### src/rtl/ram_single_frame_buffer.sv
// Single-frame buffer: fills one frame into an external single-port RAM, then
// drains it in address order through a 3-entry output FIFO.
module ram_single_frame_buffer #(
   parameter int unsigned ADDRESS_WIDTH = 7,
   parameter int unsigned DATA_WIDTH    = 16,
   parameter int unsigned FRAME_LEN     = 128
) (
   input  logic                         clk,
   input  logic                         rst_n,
   input  logic                         s_valid,
   output logic                         s_ready,
   input  logic signed [DATA_WIDTH-1:0] s_data,
   output logic                         m_valid,
   input  logic                         m_ready,
   output logic signed [DATA_WIDTH-1:0] m_data,
   output logic                         ram_en,
   output logic                         ram_we,
   output logic [ADDRESS_WIDTH-1:0]     ram_addr,
   output logic signed [DATA_WIDTH-1:0] ram_di,
   input  logic signed [DATA_WIDTH-1:0] ram_do,
   output logic                         frame_done
);

   localparam int unsigned CNT_W      = $clog2(FRAME_LEN + 1);
   localparam int unsigned FIFO_DEPTH = 3;
   localparam int unsigned IDX_W      = 2;

   localparam logic [ADDRESS_WIDTH-1:0] LAST_ADDR = ADDRESS_WIDTH'(FRAME_LEN - 1);
   localparam logic [CNT_W-1:0]         FRAME_CNT = CNT_W'(FRAME_LEN);
   localparam logic [CNT_W-1:0]         LAST_CNT  = CNT_W'(FRAME_LEN - 1);
   localparam logic [IDX_W-1:0]         LAST_IDX  = IDX_W'(FIFO_DEPTH - 1);

   typedef enum logic {
      ST_FILL  = 1'b0,
      ST_DRAIN = 1'b1
   } state_e;

   state_e                       state_q, state_d;
   logic [ADDRESS_WIDTH-1:0]     wr_ptr_q, wr_ptr_d;
   logic [ADDRESS_WIDTH-1:0]     rd_ptr_q, rd_ptr_d;
   logic [CNT_W-1:0]             reads_issued_q, reads_issued_d;
   logic [CNT_W-1:0]             out_cnt_q, out_cnt_d;
   logic                         in_flight_q, in_flight_d;
   logic [IDX_W-1:0]             fifo_count_q, fifo_count_d;
   logic [IDX_W-1:0]             fifo_wr_idx_q, fifo_wr_idx_d;
   logic [IDX_W-1:0]             fifo_rd_idx_q, fifo_rd_idx_d;
   logic signed [DATA_WIDTH-1:0] fifo_mem_q [FIFO_DEPTH];
   logic signed [DATA_WIDTH-1:0] fifo_mem_d [FIFO_DEPTH];

   logic fill_hs_c;
   logic issue_c;
   logic push_c;
   logic pop_c;

   // Next-state, RAM control, stream handshakes and output FIFO bookkeeping.
   always_comb begin
      state_d        = state_q;
      wr_ptr_d       = wr_ptr_q;
      rd_ptr_d       = rd_ptr_q;
      reads_issued_d = reads_issued_q;
      out_cnt_d      = out_cnt_q;
      in_flight_d    = 1'b0;
      fifo_count_d   = fifo_count_q;
      fifo_wr_idx_d  = fifo_wr_idx_q;
      fifo_rd_idx_d  = fifo_rd_idx_q;
      fifo_mem_d     = fifo_mem_q;
      ram_en         = 1'b0;
      ram_we         = 1'b0;
      ram_addr       = '0;
      ram_di         = '0;
      frame_done     = 1'b0;

      // Reset forces the idle view on all outputs during the reset cycle.
      s_ready   = (state_q == ST_FILL) || !rst_n;
      fill_hs_c = rst_n && (state_q == ST_FILL) && s_valid;
      m_valid   = rst_n && (fifo_count_q != '0);
      m_data    = m_valid ? fifo_mem_q[fifo_rd_idx_q] : '0;
      pop_c     = m_valid && m_ready;
      push_c    = in_flight_q;
      // Read issue looks only at registered state, so m_ready never reaches ram_en.
      issue_c   = rst_n && (state_q == ST_DRAIN) && (reads_issued_q < FRAME_CNT) &&
                  (({1'b0, fifo_count_q} + {2'b00, in_flight_q}) < 3'd3);

      case (state_q)
         ST_FILL: begin
            if (fill_hs_c) begin
               ram_en   = 1'b1;
               ram_we   = 1'b1;
               ram_addr = wr_ptr_q;
               ram_di   = s_data;
               if (wr_ptr_q == LAST_ADDR) begin
                  wr_ptr_d = '0;
                  state_d  = ST_DRAIN;
               end else begin
                  wr_ptr_d = wr_ptr_q + 1'b1;
               end
            end
         end
         ST_DRAIN: begin
            if (issue_c) begin
               ram_en         = 1'b1;
               ram_addr       = rd_ptr_q;
               rd_ptr_d       = (rd_ptr_q == LAST_ADDR) ? '0 : rd_ptr_q + 1'b1;
               reads_issued_d = reads_issued_q + 1'b1;
               in_flight_d    = 1'b1;
            end
            if (pop_c) begin
               if (out_cnt_q == LAST_CNT) begin
                  frame_done     = 1'b1;
                  state_d        = ST_FILL;
                  rd_ptr_d       = '0;
                  reads_issued_d = '0;
                  out_cnt_d      = '0;
               end else begin
                  out_cnt_d = out_cnt_q + 1'b1;
               end
            end
         end
         default: state_d = ST_FILL;
      endcase

      // Read data lands in the FIFO the cycle after the read was issued.
      if (push_c) begin
         fifo_mem_d[fifo_wr_idx_q] = ram_do;
         fifo_wr_idx_d = (fifo_wr_idx_q == LAST_IDX) ? '0 : fifo_wr_idx_q + 1'b1;
      end
      if (pop_c) begin
         fifo_rd_idx_d = (fifo_rd_idx_q == LAST_IDX) ? '0 : fifo_rd_idx_q + 1'b1;
      end
      fifo_count_d = fifo_count_q + IDX_W'(push_c) - IDX_W'(pop_c);
   end

   // State registers with synchronous active-low reset.
   always_ff @(posedge clk) begin
      if (!rst_n) begin
         state_q        <= ST_FILL;
         wr_ptr_q       <= '0;
         rd_ptr_q       <= '0;
         reads_issued_q <= '0;
         out_cnt_q      <= '0;
         in_flight_q    <= 1'b0;
         fifo_count_q   <= '0;
         fifo_wr_idx_q  <= '0;
         fifo_rd_idx_q  <= '0;
         for (int i = 0; i < FIFO_DEPTH; i++) fifo_mem_q[i] <= '0;
      end else begin
         state_q        <= state_d;
         wr_ptr_q       <= wr_ptr_d;
         rd_ptr_q       <= rd_ptr_d;
         reads_issued_q <= reads_issued_d;
         out_cnt_q      <= out_cnt_d;
         in_flight_q    <= in_flight_d;
         fifo_count_q   <= fifo_count_d;
         fifo_wr_idx_q  <= fifo_wr_idx_d;
         fifo_rd_idx_q  <= fifo_rd_idx_d;
         fifo_mem_q     <= fifo_mem_d;
      end
   end

endmodule

### config.mk
export PLATFORM = sky130hd
export DESIGN_NAME = ram_single_frame_buffer
export DESIGN_NICKNAME = d
export VERILOG_FILES = /design/src/rtl/ram_single_frame_buffer.sv
export SDC_FILE = /design/constraint.sdc
export NUM_CORES = 1
export LEC_CHECK = 0
export BUFFER_PORTS_ARGS = -buffer_cell sky130_fd_sc_hd__buf_4
export CAP_MARGIN = 5
export CORE_MARGIN = 10
export CORE_UTILIZATION = 55
export CTS_CLUSTER_SIZE = 12
export DETAILED_ROUTE_END_ITERATION = 8
export HOLD_SLACK_MARGIN = 0.05
export PLACE_DENSITY_LB_ADDON = 0.12
export SLEW_MARGIN = 0
export SYNTH_ARGS = -nofsm -noshare
export SYNTH_HDL_FRONTEND = slang
export SYNTH_SLANG_ARGS = --single-unit
### constraint.sdc
create_clock -name clk -period 2.98 [get_ports clk]
set_input_delay 0 -clock clk [delete_from_list [all_inputs] [get_ports clk]]
set_output_delay 0 -clock clk [all_outputs]
set_load 0.02 [all_outputs]
* Word-level counts from Yosys, hierarchy flattened
Index checks and enable logic that the tools add are counted.
** Word-level totals
- Register bits after elaboration :: 86
- Bits of input ports :: 36
- Output and inout port bits :: 44
- Word-level logic and storage cells :: 83
** Operators by class
- $add $sub $neg :: 9
- Order comparisons :: 5
- Eq/ne operators :: 5
- Mux-type cells :: 35
- Bitwise operators :: 3
- Reductions and logical operators :: 14
** Operators by type and width (number)
- 16-bit two-way mux :: 6
- 7-bit two-way mux :: 7
- 48-bit bitwise mux :: 1
- 16-bit binary-select mux with 2-bit select :: 1
- 16-bit demux with 2-bit select :: 1
- 8-bit two-way mux :: 4
- 8-bit by 1-bit adder with 8-bit output, second input constant :: 2
- 7-bit by 1-bit adder with 7-bit output, second input constant :: 2
- 7-bit equality test, second input constant :: 2
- 7-bit one-hot mux with 2 select lines :: 1
- 1-bit two-way mux :: 10
- 8-bit by 7-bit equality test with 1-bit output, second input constant :: 1
- 1-bit logical AND :: 8
- 8-bit < comparator, second input constant :: 1
- 3-bit >= comparator, second input constant :: 2
- 2-bit inverter with 3-bit output :: 2
- 2-bit AND reduction :: 3
- 2-bit by 1-bit adder with 2-bit output, second input constant :: 2
- 2-bit equality test, second input constant :: 2
- 2-bit two-way mux :: 2
- 1-bit one-hot mux with 2 select lines :: 2
- 2-bit by 1-bit adder with 3-bit output :: 1
- 3-bit by 1-bit < comparator with 1-bit output, second input constant :: 1
- 3-bit by 2-bit < comparator with 1-bit output, second input constant :: 1
- other kinds (6) :: 6

* Longest topological paths before layout
Gate-level depths: netlist (run 1).
- Depth in word-level cells :: 6
- Depth in mapped cells :: 9
- Mapped depth without buffers :: 7

* Least setup slack after synthesis (run 1)
Ideal clock, no wire load.
- Path type :: register -> output
- Start point :: register in_flight_q
- End point :: output ram_addr[0]
- Data arrival time :: 1.811 ns
- Required time :: 2.980 ns
- Path slack :: 1.169 ns
- Stages on the path, launching flop included :: 9
- Path buffers :: 2
- Path through :: dfxtp_1 -> ha_1 -> ha_1 -> and4bb_2 -> buf_2 -> nand2_1 -> inv_1 -> buf_4 -> a22o_1
** On the way
- Word-level cells in the longest chain between the ends :: 5
** RTL lines
- from (decl) :: RTL line 43 : logic in_flight_q, in_flight_d;
- from (signal assigned) :: RTL line 152 : in_flight_q <= in_flight_d;
- 2-bit by 1-bit adder with 3-bit output :: RTL line 82 : (({1'b0, fifo_count_q} + {2'b00, in_flight_q}) < 3'd3);
- 3-bit by 2-bit < comparator with 1-bit output :: RTL line 82
- 1-bit logical AND :: RTL line 81 : issue_c = rst_n && (state_q == ST_DRAIN) && (reads_issued_q < FRAME_CNT) &&
- 7-bit two-way mux :: RTL line 100 : if (issue_c) begin
- 7-bit one-hot mux with 2 select lines :: RTL line 84 : case (state_q)
- to (decl) :: RTL line 18 : output logic [ADDRESS_WIDTH-1:0] ram_addr,
No other way between the ends.

* Worst setup path after layout (run 1)
- Start point :: register in_flight_q
- End point :: output ram_addr[6]
Same word-level chain as after synthesis.

==> impl_metrics.toml, run 1 <==
[outcome]
status = "finished clean"

[cells_and_area]
antennaDiodeCount = 0
n_fill_cell = 617
syn2layout_area_growth_pct = 24.0
layout-drive-gt1-share_pct = 18.1
nNetsFinal = 636
final_area_mm2 = 0.00513

[clocking]
root_buffer = "clkbuf_8"
cts_buffers = 9
cts.reportedPaths.clkPinSlew_ns = 0.08
postCtsSetupRepairBufs = 0
cts.repair.resized = 0
clk_latency_ns = 0.35
clockBufferDepth = 2
cts_tree = "done"
cts_sinks = 86
h-tree-depth = 3

[sta]
slew_headroom_pct = 46.9
tns_ns = 0
whs_ns = 0.126
worstMarginPinSlew_ns = 0.794
min_period_ns = 2.48
fmax_ghz = 0.402
hold_viol = 0
finalCritPeriodShare_pct = 83.4
skew_ns = 0.00940
worst_slack_ns = 0.495
slew_violations = 0
rsz0062_at_grt = "no"
finalSetupViolCount = 0

[hold_path]
hold_depth = 4
min_from = "m_ready"
hold_path.class = "in2reg"
min_to = "out_cnt_q[1]"

[synth]
synth_nets = 550
yosysSeqAreaShare_pct = 41.6
synth_cell_types = 44
ys_top_cells_by_count = "nand2_1, dfxtp_1, nor2_1"
netlist_instances = 506
synth.area.top_cells = "dfxtp_1, nand2_1, a21boi_0"
syn_area_per_cell_um2 = 8.18
ys_async_sr_fraction_pct = 0
synth.cell_area_mm2 = 0.00414
synth_most_common_cell = "nand2_1"
ys_warn_count = 0
synth_top_area_share_pct = 41.6
ys_seq_elements = 86
yosys.area.top_type = "dfxtp_1"
synth_ff_type = "dfxtp_1"
synth_edf_count = 0

[power]
peakVddDrop_uv = 263
power_density_mw_per_mm2 = 389
total_power_uw = 1990
power.static_leakage_uw = 0.00202

[grt]
track_usage_pct = 18.1
grt_max_degree = 46
grt_pass1_vias = 3547
grt_pass1_wl_um = 17100
grt_remaining_overflow = 0
antenna_found_initial = 0

[floorplanning]
ios = 80
dieArea_mm2 = 0.0114
dieWidth_um = 107
core_area_mm2 = 0.00729
num_rows = 31
die_y_um = 107
start_util_pct = 56.8

[critical_path]
crit_chain = "ha_1 > ha_1 > and4bb_2 > nand2_1 > inv_1 > a22o_1 > buf_4"
r2r-start = "in_flight_q"
cp_slowest_cell = "and4bb_2"
cp.arrival_ns = 2.48
crit_fanout = 14
worstPathRequired_ns = 2.98
r2r_end = "rd_ptr_q[0]"
crit_type = "reg2out"
path_common_cell = "ha_1"
startpoint_type = "flip-flop"
rr_worst_depth = 7
end_kind = "output pin"
r2r_setup_slack_ns = 0.81
critPathMaxStageDelay_ns = 0.41

[route]
drt_pass1_iterations = 4
drt_wl_total_um = 10200
vias = 3688
routedWlPerCell_um = 14.7
ant_nets = 0
dr.first_iter.drc_count = 116
vias_per_cell = 5.31
route.detailed.drc = 0

[placement]
globalplace.congestion = 0.826
pre_cts_ws_ns = 0.866
io_buffer_count = 79
placed_area_mm2 = 0.00480
place_hpwl_um = 6840

[flow_run]
cap_violations = 0
cell usage in the layout (no fill, tap or decap), drive strengths merged, types with 7 or more instances in the layout:
master	instances
nor2	53
nand3	13
xor2	17
a22o	7
xnor2	7
buf	88
ha	8
clkbuf	10
nand4	10
inv	7
a21boi	52
dlygate4sd3	18
mux2i	16
and2	22
dfxtp	86
a21oi	17
nand2	116
cell type report:
cell class                      count  area, um^2  area share (%)
Multi-Input combinational cell    382        2260            44.1
Clock inverter                      5        27.5           0.536
Clock buffer                       10         128            2.49
Tap cell                           99         124            2.41
Sequential cell                    86        1720            33.5
Timing Repair Buffer              106         841            16.4
Inverter                            7        26.3           0.512
timing repair:
item,CTS,global route
hold buffers,18,0
hold endpoints to repair,49,0
endpoints found under the setup margin,0,0
sequential cells by signal, indices dropped and copies added (netlist names):
signal	count
fifo_wr_idx_q	2
wr_ptr_q	7
out_cnt_q	8
fifo_count_q	2
in_flight_q	1
reads_issued_q	8
state_q	1
fifo_mem_q	48
fifo_rd_idx_q	2
rd_ptr_q	7
worst max-delay path, delay by kind of cell, from the launching register on:
family / cells / cell delay, ns
simple gates: 2 / 0.60
compound gates: 1 / 0.21
flops: 1 / 0.38
buf+inv: 2 / 0.53
fa+ha+maj: 2 / 0.40
power breakdown:
group          switching [uW]  total (uW)  internal (uW)
clock network             406         700            293
logic                    63.2         141           78.1
registers                3.50        1150           1150
kinds of logic after synthesis:
family | synth area share, %
buffers and inverters | 3.69
multiplexers | 3.87
adder cells (fa/ha/maj) | 2.42
XOR/XNOR | 5.08
AND/OR/NAND/NOR | 27.0
flip-flops | 41.6
AO/OA/AOI/OAI | 16.4
routing by layer:
metal / track usage, % / part of all wire (%) / wire, um
met5: 0 / 0 / 0
met4: 5.71 / 0.82 / 84
met3: 5.03 / 5.7 / 580
met2: 31.6 / 51 / 5220
met1: 20.8 / 42 / 4350
worst max path at each step:
stage                start                 to  cells after the start
5_1_grt        in_flight_q        ram_addr[6]                      7
3_5_place_dp   in_flight_q        rd_ptr_q[0]                      7
4_1_cts        in_flight_q        ram_addr[4]                      7
6_report       in_flight_q        ram_addr[6]                      7
3_3_place_gp   in_flight_q  reads_issued_q[7]                      7
2_1_floorplan  in_flight_q        ram_addr[0]                      8
through the flow:
step	utilization, %	instances
global placement	65.8	662
floorplan	-	506
global route	70.4	695
detailed placement	65.8	662
CTS	70.4	695
finish	70.4	695
Note: power is estimated with default switching activity, not from simulation.
==> run 2, diff against run 1 <==
Settings changed: ABC_AREA from default to 1.
Clock period 2.98 ns to 2.55 ns, I/O delays scaled along.
==> run 2 against run 1 <==
  * Sequential power increased by 17%
  * Critical path type unchanged
  * Count of clock-buffer cells in the layout increased by 1
  * Final area increased by 1.7%
  * Via count increased by 12%
  * Synthesized area increased by 0.70%
  * Die area increased by 0.56%
  * Sequential share of layout area decreased by 0.57 points
  * Critical endpoint is now ram_addr[0]
  * Highest routed layer unchanged
==> impl_metrics.toml, run 2 <==
[critical_path]
crit_fanout = 19
rr_worst_depth = 9
crit_type = "reg2out"
critPathMaxStageDelay_ns = 0.35
r2r-start = "in_flight_q"
r2r_setup_slack_ns = 0.53
critPathLaunch = "in_flight_q"
startpoint_type = "flip-flop"
cp.arrival_ns = 2.23
worstPathRequired_ns = 2.55
r2r_end = "reads_issued_q[1]"
cp_top_family = "adder cells"
cp_slowest_cell = "dfxtp_1"
crit_cells = 8
path_common_cell = "ha_1"
crit_chain = "ha_1 > ha_1 > a21oi_1 > nand2_4 > inv_4 > nand2_1 > o21ai_0 > buf_4"
end_kind = "output pin"
critPathBufInv = 2
cp-endpoint = "ram_addr[0]"

[sta]
hold_viol = 0
finalCritPeriodShare_pct = 87.5
worstMarginPinSlew_ns = 0.617
skew_ns = 0.00846
tns_ns = 0
finalSetupViolCount = 0
slew_headroom_pct = 58.6
slew_violations = 0
fmax_ghz = 0.448
rsz0062_at_grt = "no"
whs_ns = 0.0650
min_period_ns = 2.23

[synth]
netlist_instances = 619
synth_nets = 663
ys_top_cells_by_count = "nand2_1, nor2_1, dfxtp_1"
synth_compound_area_share_pct = 13.8
ys_warn_count = 0
ys_async_sr_fraction_pct = 0
synth.area.top_cells = "dfxtp_1, nand2_1, nor2_1"
synth-adder-area-share_pct = 2.40
synth_ff_type = "dfxtp_1"
synth_top_area_share_pct = 41.3
ys_seq_elements = 86
muxShareOfSynthArea_pct = 0
synth_most_common_cell = "nand2_1"
yosysSeqAreaShare_pct = 41.3
syn_area_per_cell_um2 = 6.73
synth_xor_area_share_pct = 1.89
synth_edf_count = 0
yosys.area_share.simple_pct = 30.7
synth_top_family_by_area = "simple AND/OR/NAND/NOR gates"
yosys.area.top_type = "dfxtp_1"
synth.cell_area_mm2 = 0.00417
synth_cell_types = 32

[clocking]
cts.repair.resized = 0
cts_tree = "done"
root_buffer = "clkbuf_8"
postCtsSetupRepairBufs = 0
cts_hold_buf = 16
clk_latency_ns = 0.36
cts_sinks = 86
h-tree-depth = 3
cts_buffers = 9
cts.reportedPaths.clkPinSlew_ns = 0.09
clockBufferDepth = 2

[grt]
grt_use_met2_pct = 33.0
track_usage_pct = 19.2
grt_remaining_overflow = 0
grt.busiest_layer = "met2"
grt_max_degree = 63
grt_pass1_wl_um = 18500
grtUsageMet3_pct = 3.83
grt_pass1_vias = 3995
antenna_found_initial = 0
grtUsageMet1_pct = 23.0

[cells_and_area]
reg.largest.list = "fifo_mem_q x48, out_cnt_q x8, reads_issued_q x8"
layout-drive-gt1-share_pct = 15.9
mostFrequentLayoutCell = "nand2_1"
nNetsFinal = 751
n_fill_cell = 622
largest_register = "fifo_mem_q"
antennaDiodeCount = 0
largest_register_ffs = 48
syn2layout_area_growth_pct = 25.3
layout_common_cells = "nand2_1, nor2_1, dfxtp_1"

[placement]
globalplace.congestion = 0.871
io_buffer_count = 79
place_hpwl_um = 7410

[route]
drt_pass1_iterations = 4
dr.first_iter.drc_count = 288
vias = 4137
ant_nets = 0
route.detailed.drc = 0
vias_per_cell = 5.10
drt_wl_total_um = 11000
routedWlPerCell_um = 13.5

[floorplanning]
ios = 80
start_util_pct = 57.2
dieWidth_um = 107
dieArea_mm2 = 0.0115
core_area_mm2 = 0.00729
die_y_um = 107
num_rows = 31

[flow_run]
cap_violations = 0

[power]
total_power_uw = 2700
power.static_leakage_uw = 0.00239
power_density_mw_per_mm2 = 516
peakVddDrop_uv = 306

[outcome]
status = "finished clean"

[hold_path]
hold_path.class = "in2reg"
-- run 2: logic make-up after synthesis --
| group | Yosys count |
|---|---|
| adder cells (fa/ha/maj) | 8 |
| AO/OA/AOI/OAI | 107 |
| XOR/XNOR | 9 |
| AND/OR/NAND/NOR | 306 |
| flip-flops | 86 |
| buffers and inverters | 103 |
-- run 2: layout make-up --
cell class	instances	area, um^2	share of cell area (%)
Sequential cell	86	1720	33.0
Clock inverter	5	106	2.04
Multi-Input combinational cell	430	2030	38.9
Clock buffer	11	141	2.71
Inverter	79	299	5.73
Tap cell	99	124	2.37
Timing Repair Buffer	101	798	15.3
-- run 2: per-layer routing --
metal,vias to the layer above,wire length (um),part of all wire [%]
li1,2124,-,-
met1,1890,4610,42
met2,112,5550,51
met3,11,658,6.0
met4,0,135,1.2
met5,-,0,0
-- run 2: how the worst min path moves through the flow --
| stage | cells past startpoint | slack (ns) | startpoint | endpoint |
|---|---|---|---|---|
| 3_3_place_gp | 3 | 0.24 | ram_do[6] | fifo_mem_q[22] |
| 2_1_floorplan | 2 | 0.12 | s_data[0] | ram_di[0] |
| 5_1_grt | 3 | 0.08 | m_ready | fifo_rd_idx_q[0] |
| 3_5_place_dp | 3 | 0.25 | ram_do[7] | fifo_mem_q[39] |
| 4_1_cts | 3 | 0.05 | m_ready | fifo_rd_idx_q[0] |
| 6_report | 3 | 0.07 | m_ready | fifo_rd_idx_q[0] |
-- run 2: worst reg2reg max path: stages, from the launching register on --
cell	delay, ns
dfxtp_1	0.35
ha_1	0.21
ha_1	0.27
a21oi_1	0.28
nand2_4	0.20
inv_4	0.22
nand2_1	0.07
nand2_1	0.06
nand2_1	0.04
o21ai_0	0.23
-- run 2: report_power, final --
group	leakage (uW)	switching, uW	total [uW]	internal (uW)
Sequential	0.000693	1.95	1350	1340
Combinational	0.00158	83.5	162	78.1
Clock	0.000120	508	1190	680
Total	0.00239	594	2700	2100
-- run 2: through the flow --
stage | area, um^2 | worst slack (ns) | utilization [%] | std cells
finish | 5220 | 0.319 | 71.6 | 811
global route | 5220 | 0.179 | 71.6 | 811
CTS | 5220 | 0.315 | 71.6 | 811
detailed placement | 4810 | 0.602 | 66.0 | 779
global placement | 4810 | 0.646 | 66.0 | 779
floorplan | 4170 | 0.781 | - | 619
